### src/rtl/speech_sample_player_if.sv
// Flash word-read bus between the speech sample player (master) and the flash controller (slave).
// A read is accepted on a cycle with flash_read high and flash_waitrequest low.
interface speech_sample_player_if #(
  parameter int ADDR_W = 23
) ();
  logic [ADDR_W-1:0] flash_addr;
  logic              flash_read;
  logic              flash_waitrequest;
  logic [31:0]       flash_readdata;
  logic              flash_readdatavalid;

  modport master (
    output flash_addr,
    output flash_read,
    input  flash_waitrequest,
    input  flash_readdata,
    input  flash_readdatavalid
  );

  modport slave (
    input  flash_addr,
    input  flash_read,
    output flash_waitrequest,
    output flash_readdata,
    output flash_readdatavalid
  );
endinterface

### src/rtl/speech_sample_player.sv
// Plays one phrase of packed 8-bit samples from flash at a rate set by a clk-divide value.
// Each 32-bit word is fetched on demand and emitted LSB byte first, one byte per sample tick.
module speech_sample_player #(
  parameter int          ADDR_W  = 23,
  parameter int unsigned MAX_DIV = 65535,
  parameter int unsigned MIN_DIV = 2
) (
  input  logic                  clk,
  input  logic                  reset,
  input  logic [31:0]           div_val,
  input  logic                  play,
  input  logic [ADDR_W-1:0]     start_addr,
  input  logic [ADDR_W-1:0]     end_addr,
  speech_sample_player_if.master flash,
  output logic [7:0]            sample_out,
  output logic                  sample_valid,
  output logic                  underrun,
  output logic                  busy,
  output logic                  done
);

  typedef enum logic [1:0] {
    IDLE = 2'd0,
    REQ  = 2'd1,
    WAIT = 2'd2,
    PLAY = 2'd3
  } state_t;

  state_t            state_reg, state_next;
  logic [ADDR_W-1:0] addr_reg, addr_next;
  logic [ADDR_W-1:0] end_reg, end_next;
  logic [15:0]       eff_reg, eff_next;
  logic [15:0]       cnt_reg, cnt_next;
  logic [31:0]       buf_reg, buf_next;
  logic [1:0]        idx_reg, idx_next;
  logic [7:0]        hold_reg, hold_next;
  logic              done_empty_reg, done_empty_next;
  logic              tick;
  logic [7:0]        word_bytes [4];

  generate
    for (genvar gi = 0; gi < 4; gi++) begin : g_bytes
      assign word_bytes[gi] = buf_reg[gi*8 +: 8];
    end
  endgenerate

  // Upstream arithmetic can underflow to huge values; those saturate at MAX_DIV.
  function automatic logic [15:0] clamp_div(input logic [31:0] d);
    if (d < 32'(MIN_DIV))
      return 16'(MIN_DIV);
    else if (d > 32'(MAX_DIV))
      return 16'(MAX_DIV);
    else
      return d[15:0];
  endfunction

  assign tick = (state_reg != IDLE) && (cnt_reg == eff_reg - 16'd1);

  assign busy            = (state_reg != IDLE);
  assign flash.flash_read = (state_reg == REQ);
  assign flash.flash_addr = (state_reg == REQ) ? addr_reg : '0;

  always_comb begin
    state_next      = state_reg;
    addr_next       = addr_reg;
    end_next        = end_reg;
    eff_next        = eff_reg;
    cnt_next        = cnt_reg;
    buf_next        = buf_reg;
    idx_next        = idx_reg;
    hold_next       = hold_reg;
    done_empty_next = 1'b0;
    sample_valid    = 1'b0;
    underrun        = 1'b0;
    done            = done_empty_reg;
    sample_out      = hold_reg;

    // The divide is re-sampled only at period boundaries, so a speed change never truncates a period.
    if (state_reg != IDLE) begin
      if (tick) begin
        cnt_next = 16'd0;
        eff_next = clamp_div(div_val);
      end else begin
        cnt_next = cnt_reg + 16'd1;
      end
    end

    case (state_reg)
      IDLE: begin
        if (play) begin
          if (end_addr < start_addr) begin
            done_empty_next = 1'b1;
          end else begin
            addr_next  = start_addr;
            end_next   = end_addr;
            eff_next   = clamp_div(div_val);
            cnt_next   = 16'd0;
            state_next = REQ;
          end
        end
      end
      REQ: begin
        underrun = tick;
        if (!flash.flash_waitrequest)
          state_next = WAIT;
      end
      WAIT: begin
        underrun = tick;
        if (flash.flash_readdatavalid) begin
          buf_next   = flash.flash_readdata;
          idx_next   = 2'd0;
          state_next = PLAY;
        end
      end
      PLAY: begin
        if (tick) begin
          sample_valid = 1'b1;
          sample_out   = word_bytes[idx_reg];
          hold_next    = word_bytes[idx_reg];
          idx_next     = idx_reg + 2'd1;
          if (idx_reg == 2'd3) begin
            if (addr_reg == end_reg) begin
              done       = 1'b1;
              state_next = IDLE;
            end else begin
              addr_next  = addr_reg + 1'b1;
              state_next = REQ;
            end
          end
        end
      end
      default: state_next = IDLE;
    endcase
  end

  always_ff @(posedge clk) begin
    if (reset) begin
      state_reg      <= IDLE;
      addr_reg       <= '0;
      end_reg        <= '0;
      eff_reg        <= '0;
      cnt_reg        <= '0;
      buf_reg        <= '0;
      idx_reg        <= '0;
      hold_reg       <= '0;
      done_empty_reg <= 1'b0;
    end else begin
      state_reg      <= state_next;
      addr_reg       <= addr_next;
      end_reg        <= end_next;
      eff_reg        <= eff_next;
      cnt_reg        <= cnt_next;
      buf_reg        <= buf_next;
      idx_reg        <= idx_next;
      hold_reg       <= hold_next;
      done_empty_reg <= done_empty_next;
    end
  end

endmodule

### src/flat_wrapper.sv
// flat-port wrapper written by rule: the top's interface ports become plain ports
module speech_sample_player_flat 
#(
  parameter int          ADDR_W  = 23,
  parameter int unsigned MAX_DIV = 65535,
  parameter int unsigned MIN_DIV = 2
)
  (clk, reset, div_val, play, start_addr, end_addr, sample_out, sample_valid, underrun, busy, done, flash_flash_addr, flash_flash_read, flash_flash_waitrequest, flash_flash_readdata, flash_flash_readdatavalid);
  speech_sample_player_if #(.ADDR_W(ADDR_W)) flash_i ();
  input  logic clk;
  input  logic reset;
  input  logic [31:0] div_val;
  input  logic play;
  input  logic [ADDR_W-1:0] start_addr;
  input  logic [ADDR_W-1:0] end_addr;
  output logic [7:0] sample_out;
  output logic sample_valid;
  output logic underrun;
  output logic busy;
  output logic done;
  output wire logic [$bits(flash_i.flash_addr)-1:0] flash_flash_addr;
  output wire logic [$bits(flash_i.flash_read)-1:0] flash_flash_read;
  input wire logic [$bits(flash_i.flash_waitrequest)-1:0] flash_flash_waitrequest;
  input wire logic [$bits(flash_i.flash_readdata)-1:0] flash_flash_readdata;
  input wire logic [$bits(flash_i.flash_readdatavalid)-1:0] flash_flash_readdatavalid;
  assign flash_flash_addr = flash_i.flash_addr;
  assign flash_flash_read = flash_i.flash_read;
  assign flash_i.flash_waitrequest = flash_flash_waitrequest;
  assign flash_i.flash_readdata = flash_flash_readdata;
  assign flash_i.flash_readdatavalid = flash_flash_readdatavalid;
  speech_sample_player #(.ADDR_W(ADDR_W), .MAX_DIV(MAX_DIV), .MIN_DIV(MIN_DIV)) u_core (.clk(clk), .reset(reset), .div_val(div_val), .play(play), .start_addr(start_addr), .end_addr(end_addr), .flash(flash_i), .sample_out(sample_out), .sample_valid(sample_valid), .underrun(underrun), .busy(busy), .done(done));
endmodule
### config.mk
export PLATFORM = sky130hd
export DESIGN_NAME = speech_sample_player_flat
export DESIGN_NICKNAME = d
export VERILOG_FILES = /design/src/rtl/speech_sample_player_if.sv /design/src/rtl/speech_sample_player.sv /design/src/flat_wrapper.sv
export SDC_FILE = /design/constraint.sdc
export NUM_CORES = 1
export LEC_CHECK = 0
export ABC_CLOCK_PERIOD_IN_PS = 3000
export CAP_MARGIN = 15
export CORE_UTILIZATION = 47
export DETAILED_ROUTE_END_ITERATION = 8
export PLACE_DENSITY = 0.77
export REMOVE_ABC_BUFFERS = 1
export SLEW_MARGIN = 20
export SYNTH_ARGS = -nofsm -noshare
export SYNTH_HDL_FRONTEND = slang
export SYNTH_SLANG_ARGS = --single-unit
### constraint.sdc
create_clock -name clk -period 3 [get_ports clk]
set_input_delay 0.75 -clock clk [delete_from_list [all_inputs] [get_ports clk]]
set_output_delay 0.75 -clock clk [all_outputs]
set_load 0.01 [all_outputs]
==> out/qor.yml <==
avgSynthCellArea_sq_um: 8.26
r2r_end: "u_core.addr_reg[6]$_SDFFE_PP0P_"
dpl_cell_area_sq_um: 9850
ys_seq_elements: 123
drv_cap: 0
track_usage_pct: 30.7
dieWidth_microns: 126
synth_area_leaders: "dfxtp_1 (34%), ha_1 (5.2%), nor2_1 (5.1%)"
relSlewSlack_pct: 43.3
synth-edff-count: 0
end_kind: "primary output"
start_util_pct: 48.9
antenna_cells: 0
coreArea_sq_um: 14700
netSwitchingFraction_pct: 36.9
grt_first_pass_wirelength_microns: 38200
fin_crit_sh_pct: 137
violations: "design-rule violations, negative setup slack"
largest_reg_flops: 32
skew_ns: 0.00671
path_max_fanout: 8
drive_gt1_share_pct: 31.3
combPwrFrac_pct: 41.5
overflow: 0
yosysSeqAreaShare_pct: 34.3
die_area_sq_um: 15800
fmax_mhz: 244
hold_violations: 0
hp-class: "flip-flop to flip-flop"
synthTopCellsByCount: "dfxtp_1 (123), nor2_1 (97), nand2_1 (96)"
async_flop_share_pct: 0
p_leak_nw: 5.08
grt_antenna_before_repair: 0
hp-start: "u_core.buf_reg[22]$_SDFFE_PP0P_"
min_to: "u_core.buf_reg[22]$_SDFFE_PP0P_"
setup_viol: 90
cp.arrival_ns: 3.35
clkPwrFrac_pct: 29.7
worst_pin_slew_ns: 0.849
period_minus_slack_ns: 4.10
clock_latency_ns: 0.43
nets: 1308
yosys.area.top_type: "dfxtp_1"
setup_tns_ns: -21.27
ctsLongestPathBuffers: 2
synthMostInstantiatedCell: "dfxtp_1"
via_count: 8552
h-tree-depth: 4
die_h_microns: 126
netlist_area_sq_um: 7190
vias_per_cell: 6.29
area_growth_pct: 64.5
rsz0062_at_grt: "true"
synth_top_area_share_pct: 34.3
rows: 44
cts-buffers-inserted: 17
slew_viol_final: 0
grt_pass1_vias: 7543
ys_warn_count: 0
seqPwrFrac_pct: 28.8
num_io_pins: 151
grtUsageMet3_pct: 6.58
syn_inst: 870
gp_congestion: 0.919
synth-main-ff-cell: "dfxtp_1"
grt_max_degree: 100
finish.instance_area_sq_um: 11800
totalWireLength_microns: 30400
cts_root_buf: "clkbuf_16"
r2r_start: "u_core.eff_reg[1]$_SDFF_PP0_"
power_switching_mw: 2.52
required_ns: 2.25
start_kind: "flip-flop"
wl_per_cell_microns: 22.4
powerDensity_nw_per_um2: 577
irDropWorstVdd_uv: 500
clk_pin_slew_worst_paths_ns: 0.06
numPortBuffers: 150
worst_slack_ns: -1.10
top_usage_layer: "met2"
p_int_mw: 4.30
regToRegSetupSlack_ns: -0.37
drc: 4
drtPass1Iterations: 8
drt_iter0_drc: 1042
cts_num_sinks: 123
ys_types: 72
status: "finished with violations"
grt_use_met2_pct: 50.7
min_path_cells: 2
tritoncts: "done"
grtUsageMet1_pct: 38.8
reg2reg_depth: 15
postRouteAntennaNets: 0
crit_type: "flip-flop to primary output"
place_hpwl_microns: 16000
-- final cells by class --
| cell class | instances | area, sq um |
|---|---|---|
| Tap cell | 184 | 230 |
| Clock inverter | 14 | 136 |
| Timing Repair Buffer | 326 | 3160 |
| Inverter | 41 | 156 |
| Fill cell | 800 | 2880 |
| Sequential cell | 123 | 2470 |
| Clock buffer | 18 | 439 |
| Multi-Input combinational cell | 654 | 5230 |
-- stage by stage --
stage | instances | hold WS (ns) | total power, mW | worst slack (ns) | util [%]
after floorplan | 818 | 0.427 | 2.99 | -2.31 | -
after global placement | 1292 | 0.441 | 3.96 | -0.732 | 67.0
after detailed placement | 1292 | 0.447 | 4.01 | -0.855 | 67.0
after CTS | 1344 | 0.455 | 6.31 | -1.06 | 74.6
after global routing | 1360 | 0.474 | 7.01 | -1.16 | 80.4
final | 1360 | 0.455 | 6.82 | -1.10 | 80.4
-- worst max-delay path by stage --
stage | to | from | slack, ns
after global placement | sample_out[2] | u_core.eff_reg[1]$_SDFF_PP0_ | -0.73
final | sample_out[6] | u_core.eff_reg[1]$_SDFF_PP0_ | -1.10
after floorplan | u_core.cnt_reg[10]$_SDFF_PP0_ | start_addr[22] | -2.31
after CTS | sample_out[7] | u_core.eff_reg[0]$_SDFF_PP0_ | -1.06
after global routing | sample_out[3] | u_core.eff_reg[1]$_SDFF_PP0_ | -1.16
after detailed placement | sample_out[1] | u_core.eff_reg[1]$_SDFF_PP0_ | -0.86
-- placed cells by master (no fill, tap or decap), types with 5 or more instances in the layout --
master	instances
inv_1	29
o211ai_1	13
a211oi_1	9
dfxtp_1	119
ha_1	18
mux2_4	8
and2_1	35
nand3_1	26
a21oi_1	57
buf_4	146
buf_12	8
and3_1	10
xor2_1	34
nand4_1	15
xnor2_1	20
clkdlybuf4s50_1	106
clkbuf_16	19
mux2i_1	29
nor2_2	5
buf_6	24
nor2_1	74
nand2_1	94
nor2_4	18
dlymetal6s2s_1	28
nor3_1	11
a211oi_2	12
inv_2	10
nor2b_1	5
a31oi_1	5
mux4_2	8
nor4_1	15
ha_4	12
-- power by group through the flow --
stage                     clock network [mW]  registers [mW]  logic [mW]
after floorplan                            0            1.98        1.02
after global placement                     0            1.96        2.01
after detailed placement                   0            1.97        2.04
after CTS                               2.02            1.94        2.35
after global routing                    2.10            1.97        2.94
final                                   2.02            1.96        2.83
-- repair_timing --
action / CTS / global route
resized for setup: 119 / 158
buffers inserted: 20 / 18
cloned: 3 / 2
hold buffers: 0 / 0
setup endpoints to repair: 78 / 101
pin swaps: 40 / 69
endpoints found under the hold margin: 0 / 0
-- cell families after synthesis --
logic type / count (synthesis) / synth area share, %
AND/OR/NAND/NOR: 356 / 24.4
XOR/XNOR: 55 / 6.70
multiplexers: 46 / 8.38
buffers and inverters: 93 / 5.10
adder cells (fa/ha/maj): 30 / 5.22
flip-flops: 123 / 34.3
AO/OA/AOI/OAI: 167 / 15.9
-- worst max-delay path, cell delays in order (launching register included) --
cell	delay, ns
dfxtp_4	0.34
or4_4	0.58
buf_6	0.15
nor3_4	0.26
nand3_2	0.12
a211oi_4	0.34
o32ai_2	0.15
or3_4	0.50
mux2_4	0.35
buf_6	0.12
-- layer usage --
metal,share of wire (%),vias up
met1,36,4015
met3,10,186
met4,6.9,0
li1,-,3690
met5,0,-
met2,47,661
No activity file was read; power rests on OpenSTA's default activity.
